## src/rtl/quantize_sequencer_if.sv

```systemverilog
// Bus between the accumulator drain and the SRAM write-out stage of the quantize sequencer.
// master drives the accumulator side; slave is the sequencer itself.
interface quantize_sequencer_if #(
  parameter int ARRAY_SIZE        = 8,
  parameter int ACC_WIDTH         = 32,
  parameter int OUTPUT_DATA_WIDTH = 16
);
  logic                                    start;
  logic [1:0]                              data_set_in;
  logic                                    acc_valid;
  logic [ARRAY_SIZE*ACC_WIDTH-1:0]         acc_data;
  logic                                    sram_write_enable;
  logic [ARRAY_SIZE*OUTPUT_DATA_WIDTH-1:0] quantized_data;
  logic [5:0]                              matrix_index;
  logic [1:0]                              data_set;
  logic                                    busy;
  logic                                    done;

  modport master (
    output start, data_set_in, acc_valid, acc_data,
    input  sram_write_enable, quantized_data, matrix_index, data_set, busy, done
  );

  modport slave (
    input  start, data_set_in, acc_valid, acc_data,
    output sram_write_enable, quantized_data, matrix_index, data_set, busy, done
  );
endinterface

```

## src/rtl/quantize_sequencer.sv

```systemverilog
// Sequences one output tile of 2N-1 accumulator diagonals, quantizing each lane
// (round half up, shift, saturate) into a registered SRAM write.
module quantize_sequencer #(
  parameter int ARRAY_SIZE        = 8,
  parameter int ACC_WIDTH         = 32,
  parameter int OUTPUT_DATA_WIDTH = 16,
  parameter int SHIFT             = 8
) (
  input  logic                 clk,
  input  logic                 srstn,
  quantize_sequencer_if.slave  bus
);
  localparam int W = OUTPUT_DATA_WIDTH;
  localparam logic [5:0] LAST_INDEX = 6'(2 * ARRAY_SIZE - 2);
  localparam logic signed [ACC_WIDTH:0] HALF = {{ACC_WIDTH{1'b0}}, 1'b1} << (SHIFT - 1);
  localparam logic signed [ACC_WIDTH:0] MAX_VAL =
    {{(ACC_WIDTH + 2 - W){1'b0}}, {(W - 1){1'b1}}};
  localparam logic signed [ACC_WIDTH:0] MIN_VAL = ~MAX_VAL;

  typedef enum logic [1:0] {IDLE, RUN, DONE} state_t;

  state_t                   state_q, state_d;
  logic [5:0]               cnt_q, cnt_d;
  logic [1:0]               set_q, set_d;
  logic                     we_q, we_d;
  logic [5:0]               idx_q, idx_d;
  logic [ARRAY_SIZE*W-1:0]  qdata_q, qdata_d;
  logic [ARRAY_SIZE*W-1:0]  q_lanes;

  // One extra headroom bit keeps the rounding add from overflowing before the shift.
  function automatic logic [W-1:0] quantize_lane(input logic [ACC_WIDTH-1:0] acc);
    logic signed [ACC_WIDTH:0] ext;
    logic signed [ACC_WIDTH:0] rounded;
    ext     = signed'({acc[ACC_WIDTH-1], acc});
    rounded = (ext + HALF) >>> SHIFT;
    if (rounded > MAX_VAL) begin
      return MAX_VAL[W-1:0];
    end else if (rounded < MIN_VAL) begin
      return MIN_VAL[W-1:0];
    end else begin
      return rounded[W-1:0];
    end
  endfunction

  always_comb begin
    q_lanes = '0;
    for (int i = 0; i < ARRAY_SIZE; i++) begin
      q_lanes[i*W +: W] = quantize_lane(bus.acc_data[i*ACC_WIDTH +: ACC_WIDTH]);
    end
  end

  always_comb begin
    state_d = state_q;
    cnt_d   = cnt_q;
    set_d   = set_q;
    we_d    = 1'b0;
    idx_d   = '0;
    qdata_d = '0;
    case (state_q)
      IDLE: begin
        if (bus.start) begin
          set_d   = bus.data_set_in;
          cnt_d   = '0;
          state_d = RUN;
        end
      end
      RUN: begin
        if (bus.acc_valid) begin
          we_d    = 1'b1;
          idx_d   = cnt_q;
          qdata_d = q_lanes;
          cnt_d   = cnt_q + 6'd1;
          if (cnt_q == LAST_INDEX) begin
            state_d = DONE;
          end
        end
      end
      DONE: begin
        state_d = IDLE;
      end
      default: begin
        state_d = IDLE;
      end
    endcase
  end

  always_ff @(posedge clk or negedge srstn) begin
    if (!srstn) begin
      state_q <= IDLE;
      cnt_q   <= '0;
      set_q   <= '0;
      we_q    <= 1'b0;
      idx_q   <= '0;
      qdata_q <= '0;
    end else begin
      state_q <= state_d;
      cnt_q   <= cnt_d;
      set_q   <= set_d;
      we_q    <= we_d;
      idx_q   <= idx_d;
      qdata_q <= qdata_d;
    end
  end

  assign bus.sram_write_enable = we_q;
  assign bus.matrix_index      = idx_q;
  assign bus.quantized_data    = qdata_q;
  assign bus.data_set          = set_q;
  assign bus.busy              = (state_q == RUN);
  assign bus.done              = (state_q == DONE);
endmodule

```

## src/flat_wrapper.sv

```systemverilog
// flat-port wrapper written by rule: the top's interface ports become plain ports
module quantize_sequencer_flat 
#(
  parameter int ARRAY_SIZE        = 8,
  parameter int ACC_WIDTH         = 32,
  parameter int OUTPUT_DATA_WIDTH = 16,
  parameter int SHIFT             = 8
)
  (clk, srstn, bus_start, bus_data_set_in, bus_acc_valid, bus_acc_data, bus_sram_write_enable, bus_quantized_data, bus_matrix_index, bus_data_set, bus_busy, bus_done);
  quantize_sequencer_if #(.ARRAY_SIZE(ARRAY_SIZE), .ACC_WIDTH(ACC_WIDTH), .OUTPUT_DATA_WIDTH(OUTPUT_DATA_WIDTH)) bus_i ();
  input  logic clk;
  input  logic srstn;
  input wire logic [$bits(bus_i.start)-1:0] bus_start;
  input wire logic [$bits(bus_i.data_set_in)-1:0] bus_data_set_in;
  input wire logic [$bits(bus_i.acc_valid)-1:0] bus_acc_valid;
  input wire logic [$bits(bus_i.acc_data)-1:0] bus_acc_data;
  output wire logic [$bits(bus_i.sram_write_enable)-1:0] bus_sram_write_enable;
  output wire logic [$bits(bus_i.quantized_data)-1:0] bus_quantized_data;
  output wire logic [$bits(bus_i.matrix_index)-1:0] bus_matrix_index;
  output wire logic [$bits(bus_i.data_set)-1:0] bus_data_set;
  output wire logic [$bits(bus_i.busy)-1:0] bus_busy;
  output wire logic [$bits(bus_i.done)-1:0] bus_done;
  assign bus_i.start = bus_start;
  assign bus_i.data_set_in = bus_data_set_in;
  assign bus_i.acc_valid = bus_acc_valid;
  assign bus_i.acc_data = bus_acc_data;
  assign bus_sram_write_enable = bus_i.sram_write_enable;
  assign bus_quantized_data = bus_i.quantized_data;
  assign bus_matrix_index = bus_i.matrix_index;
  assign bus_data_set = bus_i.data_set;
  assign bus_busy = bus_i.busy;
  assign bus_done = bus_i.done;
  quantize_sequencer #(.ARRAY_SIZE(ARRAY_SIZE), .ACC_WIDTH(ACC_WIDTH), .OUTPUT_DATA_WIDTH(OUTPUT_DATA_WIDTH), .SHIFT(SHIFT)) u_core (.clk(clk), .srstn(srstn), .bus(bus_i));
endmodule
```

## config.mk

```make
export PLATFORM = sky130hd
export DESIGN_NAME = quantize_sequencer_flat
export DESIGN_NICKNAME = d
export VERILOG_FILES = /design/src/rtl/quantize_sequencer_if.sv /design/src/rtl/quantize_sequencer.sv /design/src/flat_wrapper.sv
export SDC_FILE = /design/constraint.sdc
export NUM_CORES = 1
export LEC_CHECK = 0
export CORE_UTILIZATION = 40
export CTS_CLUSTER_SIZE = 20
export DETAILED_ROUTE_END_ITERATION = 8
export PLACE_DENSITY_LB_ADDON = 0.25
export SYNTH_ARGS = -nofsm -noshare
export SYNTH_HDL_FRONTEND = slang
export SYNTH_SLANG_ARGS = --single-unit
```

## constraint.sdc

```tcl
create_clock -name clk -period 2 [get_ports clk]
set_clock_uncertainty 0.05 [all_clocks]
set_input_delay 0.3 -clock clk [delete_from_list [all_inputs] [get_ports clk]]
set_output_delay 0.3 -clock clk [all_outputs]
set_load 0.02 [all_outputs]
```

## Word level (Yosys, flattened, before mapping)

Cells that the tools add are included.
Widths: inputs -> output; s select.

- Add/subtract/negate cells: 9
- $lt $le $gt $ge: 16
- Equal/unequal tests: 6
- Multiplexer cells: 29
- Reduce and logical (&&, ||, !) cells: 5

Operators with widths:

| operator | count |
|---|---|
| $add 32x9->33 const B | 8 |
| $mux 128 | 2 |
| $mux 16 | 16 |
| $gt 25x16->1 const B | 8 |
| $lt 25x16->1 const B | 8 |
| $mux 6 | 4 |
| $pmux 6 s2 | 1 |
| $add 6x1->6 const B | 1 |
| $eq 6x4->1 const B | 1 |
| $mux 2 | 3 |
| $reduce_and 3->1 | 2 |
| $ne 2x2->1 const B | 2 |
| $pmux 2 s2 | 1 |
| $eq 2x1->1 const B | 1 |
| $eq 2x2->1 const B | 1 |
| $logic_not 2->1 | 1 |
| $mux 1 | 2 |
| $ne 2x1->1 const B | 1 |
| $reduce_and 2->1 | 1 |
| $reduce_bool 2->1 | 1 |

- Bits in registers: 145
- Input bits: 262
- Output and inout bits: 139
- Word-level logic and storage cells: 71

## Logic depth before layout (Yosys ltp)

- Depth after elaboration: 6
- Gate-level depth with buffers: 10
- Mapped depth without buffers: 8

## Least setup slack after synthesis

OpenSTA, ideal clock, no wires.

- Kind: in2reg
- Start point: input bus_acc_data[153]
- End point: register u_core.qdata_q[70], in the netlist u_core.bus.quantized_data[70]
- Library setup time: 0.129 ns
- Data arrival time: 2.287 ns
- Required time: 1.821 ns
- Setup slack: -0.466 ns
- Stages on the path: 9
- Path through: clkbuf_1 and3_1 nand4_1 nor4_1 mux2_2 o21a_1 o31ai_2 clkbuf_2 o21ai_0

- Longest elaborated chain between the ends: 6
- Elaborated cells between the ends (all ways): 7
- Classes of those cells: add/sub: 1; order compare: 2; mux: 4

Ends and longest elaborated chain:

| item | RTL line | source |
|---|---|---|
| start: declaration | flat_wrapper.sv:16 | `input wire logic [$bits(bus_i.acc_data)-1:0] bus_acc_data;` |
| $add 32x9->33 (*) | quantize_sequencer.sv:35 | `rounded = (ext + HALF) >>> SHIFT;` |
| $lt 25x16->1 | quantize_sequencer.sv:38 | `end else if (rounded < MIN_VAL) begin` |
| $mux 16 | quantize_sequencer.sv:38 |  |
| $mux 16 (*) | quantize_sequencer.sv:36 | `if (rounded > MAX_VAL) begin` |
| $mux 128 (*) | quantize_sequencer.sv:68 | `if (bus.acc_valid) begin` |
| $mux 128 (*) | quantize_sequencer.sv:59 | `case (state_q)` |
| named net u_core.qdata_d[70] | quantize_sequencer.sv:27 | `logic [ARRAY_SIZE*W-1:0] qdata_q, qdata_d;` |
| end signal: assignment | quantize_sequencer.sv:101 | `qdata_q <= qdata_d;` |
| end: declaration | quantize_sequencer.sv:27 |  |

The timed path passes the listed nets; every way through them passes the cells marked *.
A chain may end at the register's enable or synchronous reset.

## Final worst setup path

- Start point: input bus_acc_data[39]
- End point: register u_core.qdata_q[29], in the netlist u_core.bus.quantized_data[29]

Same word-level chain as after synthesis.

==> flow_summary.json <==
{
  "die_h_um": 156,
  "place_congestion": 0.961,
  "synth_seq_area_share_pct": 38.3,
  "rows": 55,
  "peakVddDrop_mv": 0.546,
  "cts_tree": "yes",
  "io_pins": 401,
  "r2r_slack_ns": 0.05,
  "status": "finished, violations left",
  "die_w_um": 156,
  "initial_core_util_pct": 41.4,
  "fin_crit_sh_pct": 103,
  "post-dp-hpwl_um": 26600,
  "relSlewSlack_pct": 59.5,
  "tightestPinTransition_ns": 0.608,
  "grt_setup_unrepaired": "yes",
  "firstDrtPassIters": 5,
  "ys_seq_elements": 145,
  "area_growth_pct": 92.6,
  "drtIter0Drc": 621,
  "vias": 11560,
  "ff_latch_area_um2": 3630,
  "leakage_nw": 8.14,
  "cp.arrival_ns": 2.31,
  "final_common_cell": "buf_4",
  "powerDensity_nw_per_um2": 660,
  "setup_viol": 20,
  "yosysWarnings": 0,
  "drive_above_1_share_pct": 43.8,
  "multi_input_area_um2": 6640,
  "synthTopCellsByArea": "dfrtp_1, xor2_1, xnor2_1",
  "wire_per_inst_um": 18.2,
  "synth-edff-count": 0,
  "drv_slew": 0,
  "antenna_found_initial": 15,
  "clock_sinks": 145,
  "cts_buffer_depth": 2,
  "postSynthNetCount": 1310,
  "holdCritPathClass": "in -> reg",
  "synth_top_area_share_pct": 38.3,
  "vias_per_cell": 5.38,
  "final_cell_mix": "buf_4, clkdlybuf4s50_1, dfrtp_1",
  "placedCellCount": 2012,
  "drc": 0,
  "end_kind": "register",
  "yosysTopAreaCell": "dfrtp_1",
  "grt_pass1_wl_um": 59100,
  "violations": "setup timing",
  "grt_pass1_vias": 11791,
  "synth.avg_cell_area_um2": 9.13,
  "whs_ns": 0.133,
  "period_needed_ns": 2.06,
  "dieArea_um2": 24300,
  "crit_required_ns": 2.25,
  "setup_ws_ns": -0.0576,
  "grt_remaining_overflow": 0,
  "clockRootBuffer": "clkbuf_16",
  "syn_inst": 1038,
  "wl_um": 39100,
  "finalHoldViolCount": 0,
  "ys_types": 85,
  "critPathKind": "in -> reg",
  "fillers": 1420,
  "worstPathMaxFanout": 7,
  "placed_area_um2": 16200,
  "cp-start-kind": "input port",
  "design_area_um2": 18300,
  "clk_pin_slew_worst_paths_ns": 0.07,
  "drtAntennaViolNets": 0,
  "track_usage_pct": 31.1,
  "io_buffers": 344,
  "coreArea_um2": 22900,
  "maxCapViolations": 0,
  "async_reset_ff_share_pct": 100,
  "htreeDepth": 4,
  "fin_nets": 2080,
  "numCtsBuffers": 17,
  "grt_max_degree": 46,
  "fin_cells": 2148,
  "synth_area_um2": 9480,
  "insertion_delay_ns": 0.43,
  "timing.fmax_mhz": 486,
  "finalPower_w": 0.0120,
  "synth-main-ff-cell": "dfrtp_1"
}
[routing by layer]
metal / up-vias / track usage (%) / wire (um)
met2: 528 / 56.5 / 20300
met3: 99 / 7.36 / 2930
met4: 4 / 13.7 / 1250
li1: 5399 / - / -
met5: - / 0 / 23
met1: 5530 / 34.4 / 14500
[cell type report]
cell class	count	share of cell area (%)
Timing Repair Buffer	786	37.5
Multi-Input combinational cell	830	36.4
Sequential cell	145	19.9
Clock buffer	17	2.33
Tap cell	313	2.15
Clock inverter	15	0.953
Inverter	28	0.589
Antenna cell	14	0.192
[final timing paths]
| kind | to | from | depth (start not counted) |
|---|---|---|---|
| max | u_core.bus.quantized_data[29] | bus_acc_data[39] | 11 |
| min | u_core.bus.quantized_data[56] | bus_acc_data[112] | 3 |
| max reg2reg | u_core.bus.quantized_data[67] | u_core.state_q[0] | 9 |
| min reg2reg | u_core.bus.data_set[1] | u_core.bus.data_set[1] | 2 |
| max in group asynchronous | u_core.bus.quantized_data[84] | srstn | 3 |
| min in group asynchronous | u_core.bus.quantized_data[36] | srstn | 2 |
[registers in the layout, summed over array words and instances, names as in the netlist]
| signal | cells |
|---|---|
| u_core.cnt_q | 6 |
| u_core.state_q | 2 |
| u_core.bus.data_set | 2 |
| u_core.bus.matrix_index | 6 |
| u_core.bus.quantized_data | 128 |
| u_core.bus.sram_write_enable | 1 |
[synthesized netlist by cell type (all sizes together), types with 3 or more instances]
cell type	number
nand2b	6
and4	16
and2	8
a31o	6
nor4	17
a41oi	4
inv	28
nand3b	3
ha	10
nand4b	3
or3	8
nor4b	6
clkbuf	18
and3	42
mux2i	8
a21oi	44
a31oi	8
a211oi	5
nor2b	7
o21ai	81
nor2	72
mux2	3
o21a	4
a211o	4
or4	6
nand3	79
o31ai	33
a21o	4
xnor2	57
xor2	75
nor3	23
or2	4
nand2	86
nand4	52
o41ai	3
nor3b	9
dfrtp	145
o211ai	5
o22ai	4
buf	17
[what timing repair did]
action / 4_1_cts / 5_1_grt
hold buffers: 1 / 0
gates cloned: 8 / 0
endpoints found under the hold margin: 42 / 0
gates resized for setup: 496 / 208
pin swaps: 99 / 100
buffers inserted: 75 / 23
setup endpoints to repair: 124 / 121
[logic make-up after synthesis]
kind of cell | after synthesis | synth area share [%]
AND/OR/NAND/NOR | 450 | 27.0
buffers and inverters | 63 | 3.31
flip-flops | 145 | 38.3
AO/OA/AOI/OAI | 227 | 16.7
multiplexers | 11 | 1.20
XOR/XNOR | 132 | 12.2
adder cells (fa/ha/maj) | 10 | 1.32
[worst max-delay path: stages]
cell and delay [ns]:
buf_8 0.08, ha_4 0.13, nand4_1 0.14, buf_4 0.20, nor4_4 0.28, nand3b_1 0.15
xnor2_2 0.17, a2111oi_4 0.36, a31o_4 0.27, buf_12 0.15, o31ai_2 0.07
[metrics by stage]
stage / setup TNS, ns / utilization, % / setup WS, ns
after floorplan: -15.62 / - / -0.270
after global placement: -91.91 / 70.7 / -0.932
after detailed placement: -96.11 / 70.7 / -0.967
after CTS: -0.161 / 78.4 / -0.0499
after global routing: -3.90 / 79.6 / -0.128
final: -0.691 / 79.7 / -0.0576
[where the power goes]
part / switching, W / total [W] / leakage [nW] / internal, W
Combinational: 0.00254 / 0.00498 / 5.99 / 0.00245
Clock: 0.00144 / 0.00333 / 0.292 / 0.00189
Sequential: 0.000240 / 0.00374 / 1.86 / 0.00350
Total: 0.00422 / 0.0120 / 8.14 / 0.00783
No activity file was read; power rests on OpenSTA's default activity.
